`config.mk`:
```
export PLATFORM = sky130hd
export DESIGN_NAME = pipeline_hazard_ctrl_flat
export DESIGN_NICKNAME = d
export VERILOG_FILES = /design/src/rtl/hazard_pkg.sv /design/src/rtl/pipeline_hazard_ctrl_if.sv /design/src/rtl/load_use_detect.sv /design/src/rtl/pipeline_hazard_ctrl.sv /design/src/flat_wrapper.sv
export SDC_FILE = /design/constraint.sdc
export NUM_CORES = 1
export LEC_CHECK = 0
export ABC_AREA = 0
export CORE_MARGIN = 1
export CORE_UTILIZATION = 42
export CTS_BUF_LIST = sky130_fd_sc_hd__clkbuf_2
export DETAILED_ROUTE_END_ITERATION = 8
export GPL_TIMING_DRIVEN = 0
export PLACE_DENSITY = 0.83
export SLEW_MARGIN = 10
export SYNTH_ARGS = -nofsm -noshare
export SYNTH_HDL_FRONTEND = slang
export SYNTH_SLANG_ARGS = --single-unit
```
`constraint.sdc`:
```
create_clock -name clk -period 1.83 [get_ports clk]
set_input_delay 0.183 -clock clk [delete_from_list [all_inputs] [get_ports clk]]
set_output_delay 0.183 -clock clk [all_outputs]
set_load 0.01 [all_outputs]
```
`src/rtl/hazard_pkg.sv`:
```
// Shared definitions for the pipeline hazard controller: FSM encoding,
// default multi-cycle latencies and register address width.
package hazard_pkg;

    typedef enum logic {
        IDLE = 1'b0,
        RUN  = 1'b1
    } state_t;

    localparam int MUL_CYCLES_DEF  = 3;
    localparam int RSQR_CYCLES_DEF = 8;
    localparam int REG_ADDR_W      = 5;

endpackage

```
`src/rtl/pipeline_hazard_ctrl_if.sv`:
```
// Bundle of decode/execute hazard inputs and pipeline stall/flush controls
// exchanged between the core datapath and the hazard controller.
interface pipeline_hazard_ctrl_if;
    import hazard_pkg::*;

    // Hazard sources from ID and ID/EX
    logic [REG_ADDR_W-1:0] id_rs1_addr;
    logic [REG_ADDR_W-1:0] id_rs2_addr;
    logic                  id_uses_rs1;
    logic                  id_uses_rs2;
    logic [REG_ADDR_W-1:0] ex_rd_addr;
    logic                  ex_mem_read;
    logic                  ex_is_mul;
    logic                  ex_is_rsqr;
    logic                  ex_redirect;

    // Pipeline register controls and status
    logic                  pc_stall;
    logic                  if_id_stall;
    logic                  if_id_flush;
    logic                  id_ex_stall;
    logic                  id_ex_flush;
    logic                  ex_mem_flush;
    logic                  mc_busy;
    logic                  mc_done;
    logic [15:0]           stall_count;

    // Datapath side: supplies hazard sources, consumes controls
    modport master (
        output id_rs1_addr, id_rs2_addr, id_uses_rs1, id_uses_rs2,
        output ex_rd_addr, ex_mem_read, ex_is_mul, ex_is_rsqr, ex_redirect,
        input  pc_stall, if_id_stall, if_id_flush, id_ex_stall, id_ex_flush,
        input  ex_mem_flush, mc_busy, mc_done, stall_count
    );

    // Controller side
    modport slave (
        input  id_rs1_addr, id_rs2_addr, id_uses_rs1, id_uses_rs2,
        input  ex_rd_addr, ex_mem_read, ex_is_mul, ex_is_rsqr, ex_redirect,
        output pc_stall, if_id_stall, if_id_flush, id_ex_stall, id_ex_flush,
        output ex_mem_flush, mc_busy, mc_done, stall_count
    );

endinterface

```
`src/rtl/load_use_detect.sv`:
```
// Combinational load-use compare: the instruction in ID reads a register
// that the load currently in EX has not yet fetched from memory.
module load_use_detect
    import hazard_pkg::*;
(
    input  logic [REG_ADDR_W-1:0] rs1_addr,
    input  logic [REG_ADDR_W-1:0] rs2_addr,
    input  logic                  uses_rs1,
    input  logic                  uses_rs2,
    input  logic [REG_ADDR_W-1:0] rd_addr,
    input  logic                  mem_read,
    output logic                  hazard
);

    // x0 is never a real dependency, so a load to x0 never stalls
    assign hazard = mem_read && (rd_addr != '0) &&
                    ((uses_rs1 && (rs1_addr == rd_addr)) ||
                     (uses_rs2 && (rs2_addr == rd_addr)));

endmodule

```
`src/rtl/pipeline_hazard_ctrl.sv`:
```
// Stall/flush sequencer for the 5-stage core: holds multi-cycle execute ops
// in EX for their full latency, bubbles load-use hazards and squashes
// wrong-path instructions on EX redirects.
module pipeline_hazard_ctrl
    import hazard_pkg::*;
#(
    parameter int MUL_CYCLES  = MUL_CYCLES_DEF,
    parameter int RSQR_CYCLES = RSQR_CYCLES_DEF,
    parameter int CNT_W       = 4
) (
    input  logic                   clk,
    input  logic                   reset,
    pipeline_hazard_ctrl_if.slave  hz
);

    localparam logic [CNT_W-1:0] MUL_N  = CNT_W'(MUL_CYCLES);
    localparam logic [CNT_W-1:0] RSQR_N = CNT_W'(RSQR_CYCLES);

    state_t           state, state_nx;
    logic [CNT_W-1:0] cnt, cnt_nx;
    logic [CNT_W-1:0] op_len;
    logic [15:0]      stall_cnt;
    logic             mc_op;
    logic             lu_hazard;
    logic             busy;

    load_use_detect u_lu (
        .rs1_addr (hz.id_rs1_addr),
        .rs2_addr (hz.id_rs2_addr),
        .uses_rs1 (hz.id_uses_rs1),
        .uses_rs2 (hz.id_uses_rs2),
        .rd_addr  (hz.ex_rd_addr),
        .mem_read (hz.ex_mem_read),
        .hazard   (lu_hazard)
    );

    // Mul latency wins if both op flags are (illegally) raised together
    assign mc_op  = hz.ex_is_mul || hz.ex_is_rsqr;
    assign op_len = hz.ex_is_mul ? MUL_N : RSQR_N;

    // Next-state and pipeline control decode, priority reset > busy > redirect > load-use
    always_comb begin
        // NOTE: every output gets a default first so no path can infer a latch.
        state_nx        = state;
        cnt_nx          = cnt;
        busy            = 1'b0;
        hz.mc_done      = 1'b0;
        hz.pc_stall     = 1'b0;
        hz.if_id_stall  = 1'b0;
        hz.if_id_flush  = 1'b0;
        hz.id_ex_stall  = 1'b0;
        hz.id_ex_flush  = 1'b0;
        hz.ex_mem_flush = 1'b0;

        if (!reset) begin
            unique case (state)
                IDLE: begin
                    if (mc_op) begin
                        if (op_len == CNT_W'(1)) begin
                            hz.mc_done = 1'b1;
                        end else begin
                            busy     = 1'b1;
                            cnt_nx   = op_len - CNT_W'(2);
                            state_nx = RUN;
                        end
                    end
                end
                RUN: begin
                    if (cnt != '0) begin
                        busy   = 1'b1;
                        cnt_nx = cnt - CNT_W'(1);
                    end else begin
                        hz.mc_done = 1'b1;
                        state_nx   = IDLE;
                    end
                end
                default: state_nx = IDLE;
            endcase

            // Flushes are suppressed while busy: they would kill the held op
            if (busy) begin
                hz.pc_stall     = 1'b1;
                hz.if_id_stall  = 1'b1;
                hz.id_ex_stall  = 1'b1;
                hz.ex_mem_flush = 1'b1;
            end else if (hz.ex_redirect) begin
                hz.if_id_flush = 1'b1;
                hz.id_ex_flush = 1'b1;
            end else if (lu_hazard) begin
                hz.pc_stall    = 1'b1;
                hz.if_id_stall = 1'b1;
                hz.id_ex_flush = 1'b1;
            end
        end
    end

    assign hz.mc_busy     = busy;
    assign hz.stall_count = stall_cnt;

    // State, occupancy counter and saturating stall counter
    always_ff @(posedge clk) begin
        // NOTE: registered state uses non-blocking assignments only, so every
        // flop samples pre-edge values regardless of statement order.
        if (reset) begin
            state     <= IDLE;
            cnt       <= '0;
            stall_cnt <= '0;
        end else begin
            state <= state_nx;
            cnt   <= cnt_nx;
            if (hz.pc_stall && (stall_cnt != 16'hFFFF)) begin
                stall_cnt <= stall_cnt + 16'd1;
            end
        end
    end

    // Both multi-cycle flags in EX at once is a decoder bug
    a_one_mc_op : assert property (@(posedge clk) disable iff (reset)
        !(hz.ex_is_mul && hz.ex_is_rsqr));

endmodule

```
`src/flat_wrapper.sv`:
```
// flat-port wrapper written by rule: the top's interface ports become plain ports
module pipeline_hazard_ctrl_flat import hazard_pkg::*;
#(
    parameter int MUL_CYCLES  = MUL_CYCLES_DEF,
    parameter int RSQR_CYCLES = RSQR_CYCLES_DEF,
    parameter int CNT_W       = 4
)
  (clk, reset, hz_id_rs1_addr, hz_id_rs2_addr, hz_id_uses_rs1, hz_id_uses_rs2, hz_ex_rd_addr, hz_ex_mem_read, hz_ex_is_mul, hz_ex_is_rsqr, hz_ex_redirect, hz_pc_stall, hz_if_id_stall, hz_if_id_flush, hz_id_ex_stall, hz_id_ex_flush, hz_ex_mem_flush, hz_mc_busy, hz_mc_done, hz_stall_count);
  pipeline_hazard_ctrl_if hz_i ();
  input  logic clk;
  input  logic reset;
  input wire logic [$bits(hz_i.id_rs1_addr)-1:0] hz_id_rs1_addr;
  input wire logic [$bits(hz_i.id_rs2_addr)-1:0] hz_id_rs2_addr;
  input wire logic [$bits(hz_i.id_uses_rs1)-1:0] hz_id_uses_rs1;
  input wire logic [$bits(hz_i.id_uses_rs2)-1:0] hz_id_uses_rs2;
  input wire logic [$bits(hz_i.ex_rd_addr)-1:0] hz_ex_rd_addr;
  input wire logic [$bits(hz_i.ex_mem_read)-1:0] hz_ex_mem_read;
  input wire logic [$bits(hz_i.ex_is_mul)-1:0] hz_ex_is_mul;
  input wire logic [$bits(hz_i.ex_is_rsqr)-1:0] hz_ex_is_rsqr;
  input wire logic [$bits(hz_i.ex_redirect)-1:0] hz_ex_redirect;
  output wire logic [$bits(hz_i.pc_stall)-1:0] hz_pc_stall;
  output wire logic [$bits(hz_i.if_id_stall)-1:0] hz_if_id_stall;
  output wire logic [$bits(hz_i.if_id_flush)-1:0] hz_if_id_flush;
  output wire logic [$bits(hz_i.id_ex_stall)-1:0] hz_id_ex_stall;
  output wire logic [$bits(hz_i.id_ex_flush)-1:0] hz_id_ex_flush;
  output wire logic [$bits(hz_i.ex_mem_flush)-1:0] hz_ex_mem_flush;
  output wire logic [$bits(hz_i.mc_busy)-1:0] hz_mc_busy;
  output wire logic [$bits(hz_i.mc_done)-1:0] hz_mc_done;
  output wire logic [$bits(hz_i.stall_count)-1:0] hz_stall_count;
  assign hz_i.id_rs1_addr = hz_id_rs1_addr;
  assign hz_i.id_rs2_addr = hz_id_rs2_addr;
  assign hz_i.id_uses_rs1 = hz_id_uses_rs1;
  assign hz_i.id_uses_rs2 = hz_id_uses_rs2;
  assign hz_i.ex_rd_addr = hz_ex_rd_addr;
  assign hz_i.ex_mem_read = hz_ex_mem_read;
  assign hz_i.ex_is_mul = hz_ex_is_mul;
  assign hz_i.ex_is_rsqr = hz_ex_is_rsqr;
  assign hz_i.ex_redirect = hz_ex_redirect;
  assign hz_pc_stall = hz_i.pc_stall;
  assign hz_if_id_stall = hz_i.if_id_stall;
  assign hz_if_id_flush = hz_i.if_id_flush;
  assign hz_id_ex_stall = hz_i.id_ex_stall;
  assign hz_id_ex_flush = hz_i.id_ex_flush;
  assign hz_ex_mem_flush = hz_i.ex_mem_flush;
  assign hz_mc_busy = hz_i.mc_busy;
  assign hz_mc_done = hz_i.mc_done;
  assign hz_stall_count = hz_i.stall_count;
  pipeline_hazard_ctrl #(.MUL_CYCLES(MUL_CYCLES), .RSQR_CYCLES(RSQR_CYCLES), .CNT_W(CNT_W)) u_core (.clk(clk), .reset(reset), .hz(hz_i));
endmodule
```
==> results.yml <==
outcome:
  status: "complete, but fails checks"
  failed_checks: "negative setup slack"
clock_tree:
  clk_latency_ns: 0.37
  cts_made_buffers: 3
  cts_root_buf: "clkbuf_2"
  clk_transition_reported_paths_ns: 0.24
  clock_sinks: 21
  number_of_buffers_between_clock_root_and_the_deepest_sink: 2
  htreeDepth: 1
  cts_tree: "done"
die:
  start_util: 0.443
  die-height_um: 58.8
  fp.coreArea_um2: 3050
  die-area_um2: 3450
  die_w_um: 58.8
  i_o_pin_count: 47
  placementRows: 20
place:
  pre_cts_ws_ns: -1.03
  detailed_place_hpwl_um: 2600
  gp_congestion: 0.811
  port_buffers: 46
logic_synthesis:
  synth.avg_cell_area_um2: 8.46
  synth-main-ff-cell: "dfxtp_1"
  synth_edf_count: 0
  synth.lib_cells_used.distinct: 41
  async_flop_share: 0
  synthesis.instances: 160
  synth-seq-area-share: 0.311
  synthesis.area_um2: 1350
  yosysWarnings: 0
  syn-num-nets: 186
  ys_seq_elements: 21
global_route:
  grt_remaining_overflow: 0
  grt_first_pass_wirelength_um: 6530
  largest_net_degree_at_the_start_of_global_routing: 12
  globalRouteTotalUtil: 0.249
  initial_antenna_violation_count: 0
  grt_pass1_vias: 1367
setup_path:
  path_common_cell: "buf_6"
  crit_path_max_fanout: 4
  critical_path.endpoint_type: "primary output"
  critical_path_class: "register to primary output"
  critical_path_buf_inv_count: 5
  worst_path_max_delay_cell: "dfxtp_2"
  path_cells: "inv_2 > ha_4 > nand3_4 > o31a_1 > a21oi_4 > buf_6 > buf_8 > nor2_4 > buf_6 > buf_6"
  timing.critical_path.max_delay_family: "buffers and inverters"
  crit_required_ns: 1.65
  worstSetupStartpointType: "register"
  critical_path_depth: 10
  critPathMaxStageDelay_ns: 0.40
  r2r.worst_path.cells: 10
  worst-endpoint-arrival_ns: 1.90
timing:
  worst_slew_margin_rel: 0.630
  maxClockFrequency_ghz: 0.480
  report.final.slew_viol_count: 0
  fin_worst_hold_slack_ns: 0.519
  clock_skew_ns: 0.0320
  setup_ws_ns: -0.252
  grt_setup_unrepaired: "yes"
  setup-violations-final: 24
  period_share: 1.14
  final-hold-violation-count: 0
  period_minus_slack_ns: 2.08
  tightestPinTransition_ns: 0.550
power:
  pwr_density_cell_nw_per_um2: 575
  power.total_mw: 1.48
  power.leakage_nw: 1.03
  vdd_ir_drop_max_mv: 0.602
layout:
  insertedDiodeCount: 0
  utilization: 0.843
  final_nets: 271
  area_growth_syn_to_layout_pct: 90.0
  drive_gt1_frac: 0.451
  most-common-layout-cells: "buf_4 (30), clkdlybuf4s50_1 (25), buf_6 (13)"
  final_common_cell: "buf_4"
drt:
  avgRoutedWirePerCell_um: 20.6
  viasPerCell: 6.07
  drc_violations_left: 0
  detail_route.wirelength_um: 5930
  first_iter_violations: 128
  antenna_violating_nets_post_route: 0
  detailedRoute.firstPassIterationCount: 4
  overall_via_count_from_detail_route: 1747
run:
  maxCapViolations: 0
worst_hold_path:
  hold_path.class: "register to register"
  worst_hold_path_depth: 2
## state kept, by name, summed over array words and instances (netlist names)
register and cells:
u_core.cnt 4, u_core.hz.stall_count 16, u_core.state 1
## per-stage QoR
stage / instances / area [µm²] / setup TNS (ns)
after global placement: 250 / 1880 / -11.92
after detailed placement: 250 / 1880 / -12.44
final: 288 / 2570 / -3.57
after floorplan: 160 / 1370 / 0
after global routing: 288 / 2570 / -5.00
after CTS: 265 / 2140 / -0.455
## repair_timing
action	CTS	global route
setup buffers	12	22
gates cloned	0	2
gates resized for setup	80	56
hold buffers	0	0
pin swaps	9	37
setup endpoints to repair	24	23
## tightest hold or removal path, stage by stage (launching register included)
cell and delay [ns]:
dfxtp_4 0.41, o31ai_4 0.05, a21oi_1 0.05
## path summary, 6_finish.rpt
kind                                            endpoint  slack, ns                      from
worst min-delay path            u_core.hz.stall_count[9]       0.52  u_core.hz.stall_count[9]
worst max-delay path                         hz_pc_stall      -0.25             u_core.cnt[0]
worst max register to register  u_core.hz.stall_count[5]      -0.25             u_core.cnt[0]
worst min register to register  u_core.hz.stall_count[9]       0.52  u_core.hz.stall_count[9]
## cell families after synthesis
group / Yosys count / synth area share
AND/OR/NAND/NOR: 69 / 0.299
XOR/XNOR: 11 / 0.0712
flip-flops: 21 / 0.311
buffers and inverters: 18 / 0.0841
AO/OA/AOI/OAI: 37 / 0.199
multiplexers: 1 / 0.00832
adder cells (fa/ha/maj): 3 / 0.0277
## where the power goes
group | total [mW] | internal, mW | switching (mW)
clock | 0.222 | 0.0577 | 0.164
combinational | 0.740 | 0.385 | 0.355
sequential | 0.517 | 0.480 | 0.0374
## final cells by class
cell class,instances,area (µm²)
inverter,5,18.8
clock buffer,4,20.0
buffer,11,123
timing repair buffer,82,800
fill,161,480
sequential,21,447
tap,44,55.1
multi-input combinational,121,1110
## Yosys cell counts, types with 2 or more instances
master     n  area, µm²
nor2_1    15       56.3
buf_4      4       30.0
and4_1     2       17.5
xnor2_1   11       96.3
buf_6      4       45.0
nand3_1    7       35.0
o21ai_0    2       10.0
nand2_1    7       26.3
o41ai_1    3       26.3
ha_1       3       37.5
clkbuf_1   4       15.0
dfxtp_1   21        420
nand4_1    8       50.1
or4_1      9       67.6
nor2b_1    2       12.5
o31ai_1    6       45.0
nor3_1     3       15.0
inv_1      5       18.8
and3_1     2       12.5
o31a_1     2       17.5
o311ai_1   6       52.6
and2_1     2       12.5
o21ai_1    3       15.0
a21oi_1    9       45.0
nor4_1     4       25.0
## metal layers
| metal | GRT usage | vias to the layer above | part of all wire |
|---|---|---|---|
| met5 | 0 | - | 0 |
| met4 | 0.0850 | 0 | 0.034 |
| met3 | 0.0418 | 21 | 0.074 |
| met2 | 0.420 | 107 | 0.49 |
| met1 | 0.321 | 847 | 0.40 |
| li1 | - | 772 | - |
No activity file was read; power rests on OpenSTA's default activity.
